[src/rtl/id_pkg.sv]
// Shared constants for the RV32I decode/issue stage: ALU function codes,
// major opcodes and branch funct3 values.
package id_pkg;

    localparam int XLEN_MAX = 32;

    localparam logic [3:0] ALU_ADD  = 4'b0000;
    localparam logic [3:0] ALU_SLL  = 4'b0001;
    localparam logic [3:0] ALU_SLT  = 4'b0010;
    localparam logic [3:0] ALU_SLTU = 4'b0011;
    localparam logic [3:0] ALU_XOR  = 4'b0100;
    localparam logic [3:0] ALU_SRL  = 4'b0101;
    localparam logic [3:0] ALU_OR   = 4'b0110;
    localparam logic [3:0] ALU_AND  = 4'b0111;
    localparam logic [3:0] ALU_SUB  = 4'b1000;
    localparam logic [3:0] ALU_SGT  = 4'b1001;
    localparam logic [3:0] ALU_SGTU = 4'b1010;
    localparam logic [3:0] ALU_SRA  = 4'b1101;

    localparam logic [6:0] OPC_OP     = 7'b0110011;
    localparam logic [6:0] OPC_OP_IMM = 7'b0010011;
    localparam logic [6:0] OPC_BRANCH = 7'b1100011;
    localparam logic [6:0] OPC_LUI    = 7'b0110111;
    localparam logic [6:0] OPC_AUIPC  = 7'b0010111;
    localparam logic [6:0] OPC_LOAD   = 7'b0000011;
    localparam logic [6:0] OPC_STORE  = 7'b0100011;
    localparam logic [6:0] OPC_JAL    = 7'b1101111;
    localparam logic [6:0] OPC_JALR   = 7'b1100111;

    localparam logic [2:0] F3_BEQ  = 3'b000;
    localparam logic [2:0] F3_BNE  = 3'b001;
    localparam logic [2:0] F3_BLT  = 3'b100;
    localparam logic [2:0] F3_BGE  = 3'b101;
    localparam logic [2:0] F3_BLTU = 3'b110;
    localparam logic [2:0] F3_BGEU = 3'b111;

    localparam logic [6:0] F7_BASE = 7'b0000000;
    localparam logic [6:0] F7_ALT  = 7'b0100000;

endpackage

[src/rtl/id_imm_gen.sv]
// Combinational RV32I immediate extraction: I, S, B, U and J formats,
// all sign-extended (U is left-aligned) to 32 bits.
module id_imm_gen
    import id_pkg::*;
(
    input  logic [31:0] instr,
    output logic [31:0] imm_i,
    output logic [31:0] imm_s,
    output logic [31:0] imm_b,
    output logic [31:0] imm_u,
    output logic [31:0] imm_j
);

    logic unused_opcode;

    assign imm_i = {{20{instr[31]}}, instr[31:20]};
    assign imm_s = {{20{instr[31]}}, instr[31:25], instr[11:7]};
    assign imm_b = {{19{instr[31]}}, instr[31], instr[7], instr[30:25], instr[11:8], 1'b0};
    assign imm_u = {instr[31:12], 12'h000};
    assign imm_j = {{11{instr[31]}}, instr[31], instr[19:12], instr[20], instr[30:21], 1'b0};

    assign unused_opcode = ^instr[6:0];

endmodule

[src/rtl/id_alu_issue.sv]
// RV32I decode/issue stage feeding the execute ALU through a one-entry buffer.
// Optional macro ID_WB_BYPASS_EN forwards same-cycle writeback data into rs1/rs2.
module id_alu_issue
    import id_pkg::*;
#(
    parameter int          XLEN     = 32,
    parameter logic [31:0] RESET_PC = 32'h0000_0000
) (
    input  logic            clk,
    input  logic            rst,
    input  logic            flush,
    input  logic            if_valid,
    output logic            if_ready,
    input  logic [31:0]     if_instr,
    input  logic [XLEN-1:0] if_pc,
    output logic [4:0]      rs1_addr,
    output logic [4:0]      rs2_addr,
    input  logic [XLEN-1:0] rs1_data,
    input  logic [XLEN-1:0] rs2_data,
    input  logic            wb_wen,
    input  logic [4:0]      wb_rd,
    input  logic [XLEN-1:0] wb_data,
    output logic            ex_valid,
    input  logic            ex_ready,
    output logic [3:0]      ex_alu_fn,
    output logic [XLEN-1:0] ex_operand_a,
    output logic [XLEN-1:0] ex_operand_b,
    output logic            ex_btype,
    output logic            ex_bneq,
    output logic            ex_jump,
    output logic [XLEN-1:0] ex_target,
    output logic [4:0]      ex_rd,
    output logic            ex_wen,
    output logic [XLEN-1:0] ex_pc,
    output logic            ex_illegal
);

    logic [6:0]      opcode;
    logic [2:0]      funct3;
    logic [6:0]      funct7;
    logic [XLEN-1:0] imm_i, imm_s, imm_b, imm_u, imm_j;
    logic [XLEN-1:0] rs1_val, rs2_val, jalr_sum;

    logic [3:0]      alu_fn_d;
    logic [XLEN-1:0] op_a_d, op_b_d, target_d;
    logic            btype_d, bneq_d, jump_d, wen_d, illegal_d;
    logic [4:0]      rd_d;
    logic            accept;

    logic            vld_p1;
    logic [3:0]      alu_fn_p1;
    logic [XLEN-1:0] op_a_p1, op_b_p1, target_p1, pc_p1;
    logic            btype_p1, bneq_p1, jump_p1, wen_p1, illegal_p1;
    logic [4:0]      rd_p1;

    assign opcode   = if_instr[6:0];
    assign funct3   = if_instr[14:12];
    assign funct7   = if_instr[31:25];
    assign rs1_addr = if_instr[19:15];
    assign rs2_addr = if_instr[24:20];

    id_imm_gen u_imm_gen (
        .instr (if_instr),
        .imm_i (imm_i),
        .imm_s (imm_s),
        .imm_b (imm_b),
        .imm_u (imm_u),
        .imm_j (imm_j)
    );

`ifdef ID_WB_BYPASS_EN
    // Regfile writes land at the edge, so a same-cycle read would see stale data.
    assign rs1_val = (wb_wen && wb_rd != 5'd0 && wb_rd == rs1_addr) ? wb_data : rs1_data;
    assign rs2_val = (wb_wen && wb_rd != 5'd0 && wb_rd == rs2_addr) ? wb_data : rs2_data;
`else
    logic unused_wb;
    assign unused_wb = ^{wb_wen, wb_rd, wb_data};
    assign rs1_val   = rs1_data;
    assign rs2_val   = rs2_data;
`endif

    assign jalr_sum = rs1_val + imm_i;

    // Stage 0: decode
    always_comb begin
        alu_fn_d  = ALU_ADD;
        op_a_d    = rs1_val;
        op_b_d    = rs2_val;
        target_d  = '0;
        btype_d   = 1'b0;
        bneq_d    = 1'b0;
        jump_d    = 1'b0;
        wen_d     = 1'b1;
        illegal_d = 1'b0;
        rd_d      = if_instr[11:7];
        case (opcode)
            OPC_OP: begin
                if (funct7 == F7_BASE)
                    alu_fn_d = {1'b0, funct3};
                else if (funct7 == F7_ALT && funct3 == 3'b000)
                    alu_fn_d = ALU_SUB;
                else if (funct7 == F7_ALT && funct3 == 3'b101)
                    alu_fn_d = ALU_SRA;
                else
                    illegal_d = 1'b1;
            end
            OPC_OP_IMM: begin
                op_b_d = imm_i;
                case (funct3)
                    3'b000: alu_fn_d = ALU_ADD;
                    3'b001: begin
                        op_b_d    = {{(XLEN-5){1'b0}}, imm_i[4:0]};
                        alu_fn_d  = ALU_SLL;
                        illegal_d = (funct7 != F7_BASE);
                    end
                    3'b101: begin
                        op_b_d = {{(XLEN-5){1'b0}}, imm_i[4:0]};
                        if (funct7 == F7_BASE)
                            alu_fn_d = ALU_SRL;
                        else if (funct7 == F7_ALT)
                            alu_fn_d = ALU_SRA;
                        else
                            illegal_d = 1'b1;
                    end
                    default: alu_fn_d = {1'b0, funct3};
                endcase
            end
            OPC_BRANCH: begin
                btype_d  = 1'b1;
                wen_d    = 1'b0;
                rd_d     = 5'd0;
                target_d = if_pc + imm_b;
                case (funct3)
                    F3_BEQ:  alu_fn_d = ALU_SUB;
                    F3_BNE: begin
                        alu_fn_d = ALU_SUB;
                        bneq_d   = 1'b1;
                    end
                    F3_BLT:  alu_fn_d = ALU_SLT;
                    F3_BGE:  alu_fn_d = ALU_SGT;
                    F3_BLTU: alu_fn_d = ALU_SLTU;
                    F3_BGEU: alu_fn_d = ALU_SGTU;
                    default: illegal_d = 1'b1;
                endcase
            end
            OPC_LUI: begin
                op_a_d = '0;
                op_b_d = imm_u;
            end
            OPC_AUIPC: begin
                op_a_d = if_pc;
                op_b_d = imm_u;
            end
            OPC_LOAD: op_b_d = imm_i;
            OPC_STORE: begin
                op_b_d = imm_s;
                wen_d  = 1'b0;
                rd_d   = 5'd0;
            end
            OPC_JAL: begin
                jump_d   = 1'b1;
                op_a_d   = if_pc;
                op_b_d   = XLEN'(4);
                target_d = if_pc + imm_j;
            end
            OPC_JALR: begin
                jump_d   = 1'b1;
                op_a_d   = if_pc;
                op_b_d   = XLEN'(4);
                target_d = {jalr_sum[XLEN-1:1], 1'b0};
            end
            default: illegal_d = 1'b1;
        endcase
        if (rd_d == 5'd0)
            wen_d = 1'b0;
        // Illegal entries still issue, but must not branch, jump or write back.
        if (illegal_d) begin
            alu_fn_d = ALU_ADD;
            wen_d    = 1'b0;
            btype_d  = 1'b0;
            bneq_d   = 1'b0;
            jump_d   = 1'b0;
        end
    end

    assign if_ready = ~vld_p1 | ex_ready;
    assign accept   = if_valid & if_ready & ~flush;

    // Stage 1: issue buffer
    always_ff @(posedge clk or posedge rst) begin
        if (rst) begin
            vld_p1     <= 1'b0;
            alu_fn_p1  <= '0;
            op_a_p1    <= '0;
            op_b_p1    <= '0;
            target_p1  <= '0;
            btype_p1   <= 1'b0;
            bneq_p1    <= 1'b0;
            jump_p1    <= 1'b0;
            wen_p1     <= 1'b0;
            illegal_p1 <= 1'b0;
            rd_p1      <= '0;
            pc_p1      <= RESET_PC;
        end else begin
            if (flush)
                vld_p1 <= 1'b0;
            else if (accept)
                vld_p1 <= 1'b1;
            else if (ex_ready)
                vld_p1 <= 1'b0;
            if (accept) begin
                alu_fn_p1  <= alu_fn_d;
                op_a_p1    <= op_a_d;
                op_b_p1    <= op_b_d;
                target_p1  <= target_d;
                btype_p1   <= btype_d;
                bneq_p1    <= bneq_d;
                jump_p1    <= jump_d;
                wen_p1     <= wen_d;
                illegal_p1 <= illegal_d;
                rd_p1      <= rd_d;
                pc_p1      <= if_pc;
            end
        end
    end

    assign ex_valid     = vld_p1;
    assign ex_alu_fn    = alu_fn_p1;
    assign ex_operand_a = op_a_p1;
    assign ex_operand_b = op_b_p1;
    assign ex_target    = target_p1;
    assign ex_btype     = btype_p1;
    assign ex_bneq      = bneq_p1;
    assign ex_jump      = jump_p1;
    assign ex_wen       = wen_p1;
    assign ex_illegal   = illegal_p1;
    assign ex_rd        = rd_p1;
    assign ex_pc        = pc_p1;

endmodule

[config.mk]
export PLATFORM = sky130hd
export DESIGN_NAME = id_alu_issue
export DESIGN_NICKNAME = d
export VERILOG_FILES = /design/src/rtl/id_pkg.sv /design/src/rtl/id_imm_gen.sv /design/src/rtl/id_alu_issue.sv
export SDC_FILE = /design/constraint.sdc
export NUM_CORES = 1
export LEC_CHECK = 0
export CAP_MARGIN = 0
export CORE_ASPECT_RATIO = 2
export CORE_UTILIZATION = 43
export DETAILED_ROUTE_END_ITERATION = 16
export PLACE_DENSITY = 0.79
export SETUP_SLACK_MARGIN = 0.3
export SKIP_CTS_REPAIR_TIMING = 1
export SYNTH_ARGS = -nofsm -noshare
export SYNTH_HDL_FRONTEND = slang
export SYNTH_SLANG_ARGS = --single-unit
[constraint.sdc]
create_clock -name clk -period 4.2 [get_ports clk]
set_clock_uncertainty 0.05 [all_clocks]
set_input_delay 0.63 -clock clk [delete_from_list [all_inputs] [get_ports clk]]
set_output_delay 0.63 -clock clk [all_outputs]
set_load 0.05 [all_outputs]
### After elaboration in Yosys (flattened, before gate mapping)

Index checks and enable logic that the tools add are counted.

* output and inout port bits: 154
* logic and storage cells: 85
* flip-flop bits (word level): 143
* input bits: 171

* bitwise gates (word level): 5
* add/sub/neg operators: 3
* reduce and logical (&&, ||, !) cells: 15
* eq/ne operators: 15
* mux-type cells: 35

Operators by type and width (count)
* $pmux W32 S5: 1
* $add A32 B32 Y32: 3
* $pmux W32 S3: 1
* $pmux W32 S2: 1
* $mux W32: 1
* $eq A7 B6 Y1 const B: 4
* $mux W4: 6
* $pmux W4 S3: 2
* $eq A7 B7 Y1 const B: 3
* $pmux W4 S5: 1
* $mux W1: 19
* $eq A7 B5 Y1 const B: 2
* $eq A3 B3 Y1 const B: 4
* $reduce_or A6 Y1: 2
* $reduce_or A2 Y1: 5
* $eq A7 B2 Y1 const B: 1
* $logic_not A7 Y1: 1
* $reduce_bool A7 Y1: 1
* $logic_not A5 Y1: 1
* $mux W5: 1
* $pmux W1 S4: 1
* $eq A3 B1 Y1 const B: 1
* $logic_not A3 Y1: 1
* $reduce_bool A3 Y1: 1
* 6 further kinds: 9

### Longest topological paths before layout

* depth after elaboration: 7
* depth in mapped cells: 19
* gate-level depth less buffers: 17

### Hierarchy

From an unflattened synthesis, not the netlist that was laid out.

* cell total of the unflattened synthesis: 1433
* area total of the unflattened synthesis: 11776.3 um^2

Modules (own cells, without submodules)
* id_alu_issue: area an instance 10571.4 um^2, times used 1, seq. area each 3578.4 um^2, cells an instance 1272
* id_imm_gen: area an instance 1204.9 um^2, times used 1, seq. area each 0.0 um^2, cells an instance 161

### Worst setup path before layout

No wires, ideal clock.

* path kind: input to register
* from: input if_instr[5]
* to: register target_p1[26], in the netlist ex_target[26]
* path slack: 0.381 ns
* buffers on the path: 3
* arrival time: 3.643 ns
* setup time: 0.126 ns
* data required time: 4.024 ns
* cell stages on the path: 18
* cell sequence: nor2b_1 buf_2 and3_1 buf_2 nand2_1 and2_1 clkbuf_1 a21o_1 ha_1 and2_1 a221o_1 a21oi_1 a31oi_1 nor2_1 o21ai_0 xnor2_1 nor3_1 a221o_1

* longest elaborated chain between the ends: 2
* elaborated cells on any way between the ends: 4
* those cells by class: eq/ne (3); mux (1)

Ends and longest elaborated chain
* from (decl): RTL line id_alu_issue.sv:14 `input logic [31:0] if_instr,`
* $eq A7 B7 Y1: RTL line id_alu_issue.sv:96 `case (opcode)`
* $pmux W32 S3 (*): RTL line id_alu_issue.sv:96
* to (signal assigned): RTL line id_alu_issue.sv:215 `target_p1 <= target_d;`
* to (decl): RTL line id_alu_issue.sv:52 `logic [XLEN-1:0] op_a_p1, op_b_p1, target_p1, pc_p1;`

Mark *: on every way between the ends. The rest lies on a longest branch, timed or not.
A chain may end at the register's enable or synchronous reset.

### Worst setup path in the final report

* from: input if_instr[5]
* to: register target_p1[21], in the netlist ex_target[21]

The elaborated chain is that of the path after synthesis.

==> metrics.md <==
| Metric | Value |
|---|---|
| Element type at the critical path start | primary input |
| Sw Ratio | between 30 and 40% |
| Finish-stage setup viols | 0 |
| Maximum vdd drop | between 0.0002 and 0.0003 V |
| Total grt overflow | 0 |
| Max-slew violation count | 0 |
| First-pass GRT wire length | between 50 and 60 mm |
| Drt initial violations | 645 |
| Outcome | finished, final reports clean |
| Vias in the first global route | about 11000 |
| Initial antenna violation count | 0 |
| Power Dens Cells | just under 400 nW/µm² |
| Top FF cell, synth | dfrtp_1 |
| Critical path class | primary input to flop |
| Initial DRT Pass Iterations | 5 |
| HPWL Detailed | between 20 and 30 mm |
| Crit path time final | ~3800 ps |
| Die W | about 110 µm |
| CP required | between 4000 and 5000 ps |
| Worst Tran Pin Value | approximately 1100 ps |
| Routed WL | about 38 mm |
| MaxCap Viol Count | 0 |
| Core area | around 22000 µm² |
| P_sw | 2.13 mW |
| Sequential share of power | 30.5% |
| Sequential-to-total area share from yosys stat | roughly 37% |
| Row count | slightly below 80 |
| Post-Layout Cell Count | between 1500 and 2000 |
| Ant diodes | 0 |
| Top cells by area, synth | dfrtp_1 37%, ha_1 8.0%, nand2_1 7.8%, nor2_1 7.2%, a221oi_1 5.2% |
| Period utilization | roughly nine tenths |
| Tot Pwr | roughly 5.5 mW |
| Clk_lat worst skew | 440 ps |
| Net Count, Synth | ~1400 |
| Clk buf depth | 2 |
| DIE HEIGHT | about 220 µm |
| Cell internal pwr | 3.34 mW |
| Seq cells post-synth | about 140 |
| Count leader, synth | nand2_1 |
| DRT antenna net count | 0 |
| Initial Util | 44.0% |
| CTS root buf | clkbuf_16 |
| Combinational share of power | 41.0% |
| Post-synth EDFFs | 0 |
| Placed cells | approximately 1800 |
| Total clock sinks | 143 |
| Fmax | around 0.26 GHz |
| Mean Syn Cell Area | 8.19 µm² |
| Synth area leader | dfrtp_1 |
| Drt via density | between 5 and 6 |
| RD Place Congestion | 0.968 |
| Synthesis warning total | 0 |
| Fraction of registers with async set/reset | 100% |
| Slew headroom | a little over a quarter |
| Hold Crit Class | primary input to asynchronous set/reset pin |
| Crit end category | flop |
| TritonCTS clock tree | yes |
| Largest net degree at the start of global routing | 167 |
| Netlist cell types | 71 |
| CTS H-tree depth | 4 |
| Dpl ws | -324 ps |
| Commonest cells in the synthesized netlist | 204 x nand2_1, 187 x nor2_1, 143 x dfrtp_1 |
| Post-synth top area share | around 37% |
| Reg clk slew, reported paths | 70 ps |
| # DRC | 0 |
| Vias | between 10000 and 15000 |
| # port buffers | around 290 |
| CP max FO | 6 |
| Clock network power share | approximately 29% |
| Worst setup margin | between 300 and 400 ps |
| Die area | roughly 23000 µm² |
| Final #Nets | between 1500 and 2000 |
| Tot GR Track Use | about a third |
| WL/cell | 20.8 µm |
| Layout cells sized above 1 | between 10% and 20% |
| Pleak | around 6.3 nW |
| Gate Count Post-Synth | 1197 |
| Cts bufs inserted | 17 |
| Synth Cell Area | 9800 µm² |
| Data arrival, critical path | 4090 ps |
| Area grow syn2layout | 44.7% |
| Total I/O pin count | ~330 |
| Final hold vios | 0 |
| Hold_ws | ~380 ps |
| RSZ-0062 raised after global routing | yes |
## placed cells by master (no fill, tap or decap), types with 13 or more instances in the layout
| cell | instances |
|---|---|
| ha_1 | 61 |
| xor2_1 | 26 |
| buf_4 | 86 |
| a21oi_1 | 83 |
| nand3_1 | 13 |
| clkdlybuf4s50_1 | 283 |
| a21o_1 | 38 |
| nor3_1 | 14 |
| xnor2_1 | 26 |
| inv_1 | 20 |
| clkbuf_16 | 17 |
| dfrtp_1 | 143 |
| nand2_1 | 203 |
| o31ai_1 | 23 |
| a221oi_1 | 56 |
| nand4_1 | 14 |
| nor2_1 | 185 |
| o21ai_0 | 48 |
## routing by layer
| metal | track usage [%] | part of all wire [%] | vias to the layer above |
|---|---|---|---|
| met1 | 33.3 | 34 | 5079 |
| met2 | 57.9 | 52 | 495 |
| li1 | - | - | 4956 |
| met3 | 5.83 | 5.9 | 155 |
| met5 | 0 | 0 | - |
| met4 | 24.1 | 8.2 | 0 |
## critical path: stages
cell and delay, ps:
clkdlybuf4s50_1 430, nor2b_4 160, and3_4 200, nand2_2 90
buf_4 140, nand2_1 60, o21ai_2 70, ha_2 190
inv_1 60, fa_2 350, nor2b_2 130, o31a_1 190
o21ai_2 80, a21bo_2 260, o311a_4 410, o21ai_2 210
xor2_1 90, a221oi_1 260, nor2_1 80
## kinds of logic (layout without fill, tap and decap cells)
| family | Yosys count | count (layout) | share of synthesized area, % |
|---|---|---|---|
| and+or+nand+nor | 491 | 491 | 21.3 |
| AOI/OAI and AO/OA | 351 | 351 | 24.8 |
| DFF | 143 | 143 | 36.5 |
| buffers and inverters | 93 | 429 | 4.10 |
| adders and majority gates | 65 | 65 | 8.45 |
| xor gates and xnor gates | 52 | 52 | 4.65 |
| muxes | 2 | 2 | 0.204 |
## worst paths after layout
| check | startpoint | end | slack [ps] | depth (start not counted) |
|---|---|---|---|---|
| min in group clk | ex_operand_b[23] | ex_operand_b[23] | 430 | 2 |
| worst max register to register | ex_valid | ex_target[26] | 1790 | 6 |
| worst min-delay path | rst | ex_operand_a[5] | 380 | 2 |
| worst max-delay path | if_instr[5] | ex_target[21] | 390 | 19 |
| worst min register to register | ex_operand_b[23] | ex_operand_b[23] | 430 | 2 |
| max in group asynchronous | rst | ex_target[29] | 3020 | 3 |
## flip-flops by register name (all words and copies together), names as in the netlist
register,cells
ex_pc,32
ex_operand_b,32
ex_target,32
ex_alu_fn,4
ex_valid,1
ex_illegal,1
ex_jump,1
ex_wen,1
ex_btype,1
ex_operand_a,32
ex_rd,5
ex_bneq,1
## layout make-up
cell class / count / area, µm²
flip-flops and latches: 143 / 3580
clock buffers: 23 / 498
repair buffers: 377 / 3620
well taps: 276 / 345
inverters: 21 / 82.6
fillers: 1886 / 8080
clock inverters: 8 / 104
multi-input cells: 961 / 5960
## through the flow
| step | TNS (ps) | instance area, µm² | util, % |
|---|---|---|---|
| after floorplan | 0 | 9810 | - |
| after global placement | -1870 | 13400 | 60.4 |
| after detailed placement | -2950 | 13400 | 60.4 |
| after CTS | 0 | 14000 | 63.1 |
| after global routing | 0 | 14200 | 63.7 |
| final | 0 | 14200 | 63.7 |
## power groups by stage
stage               combinational, mW  clock, mW  sequential, mW
floorplan                       0.710          0            2.34
global placement                 2.18          0            1.68
detailed placement               2.21          0            1.69
CTS                              2.22       1.57            1.67
global route                     2.38       1.64            1.69
finish                           2.24       1.56            1.67
Power figures use the tool's default switching activity.
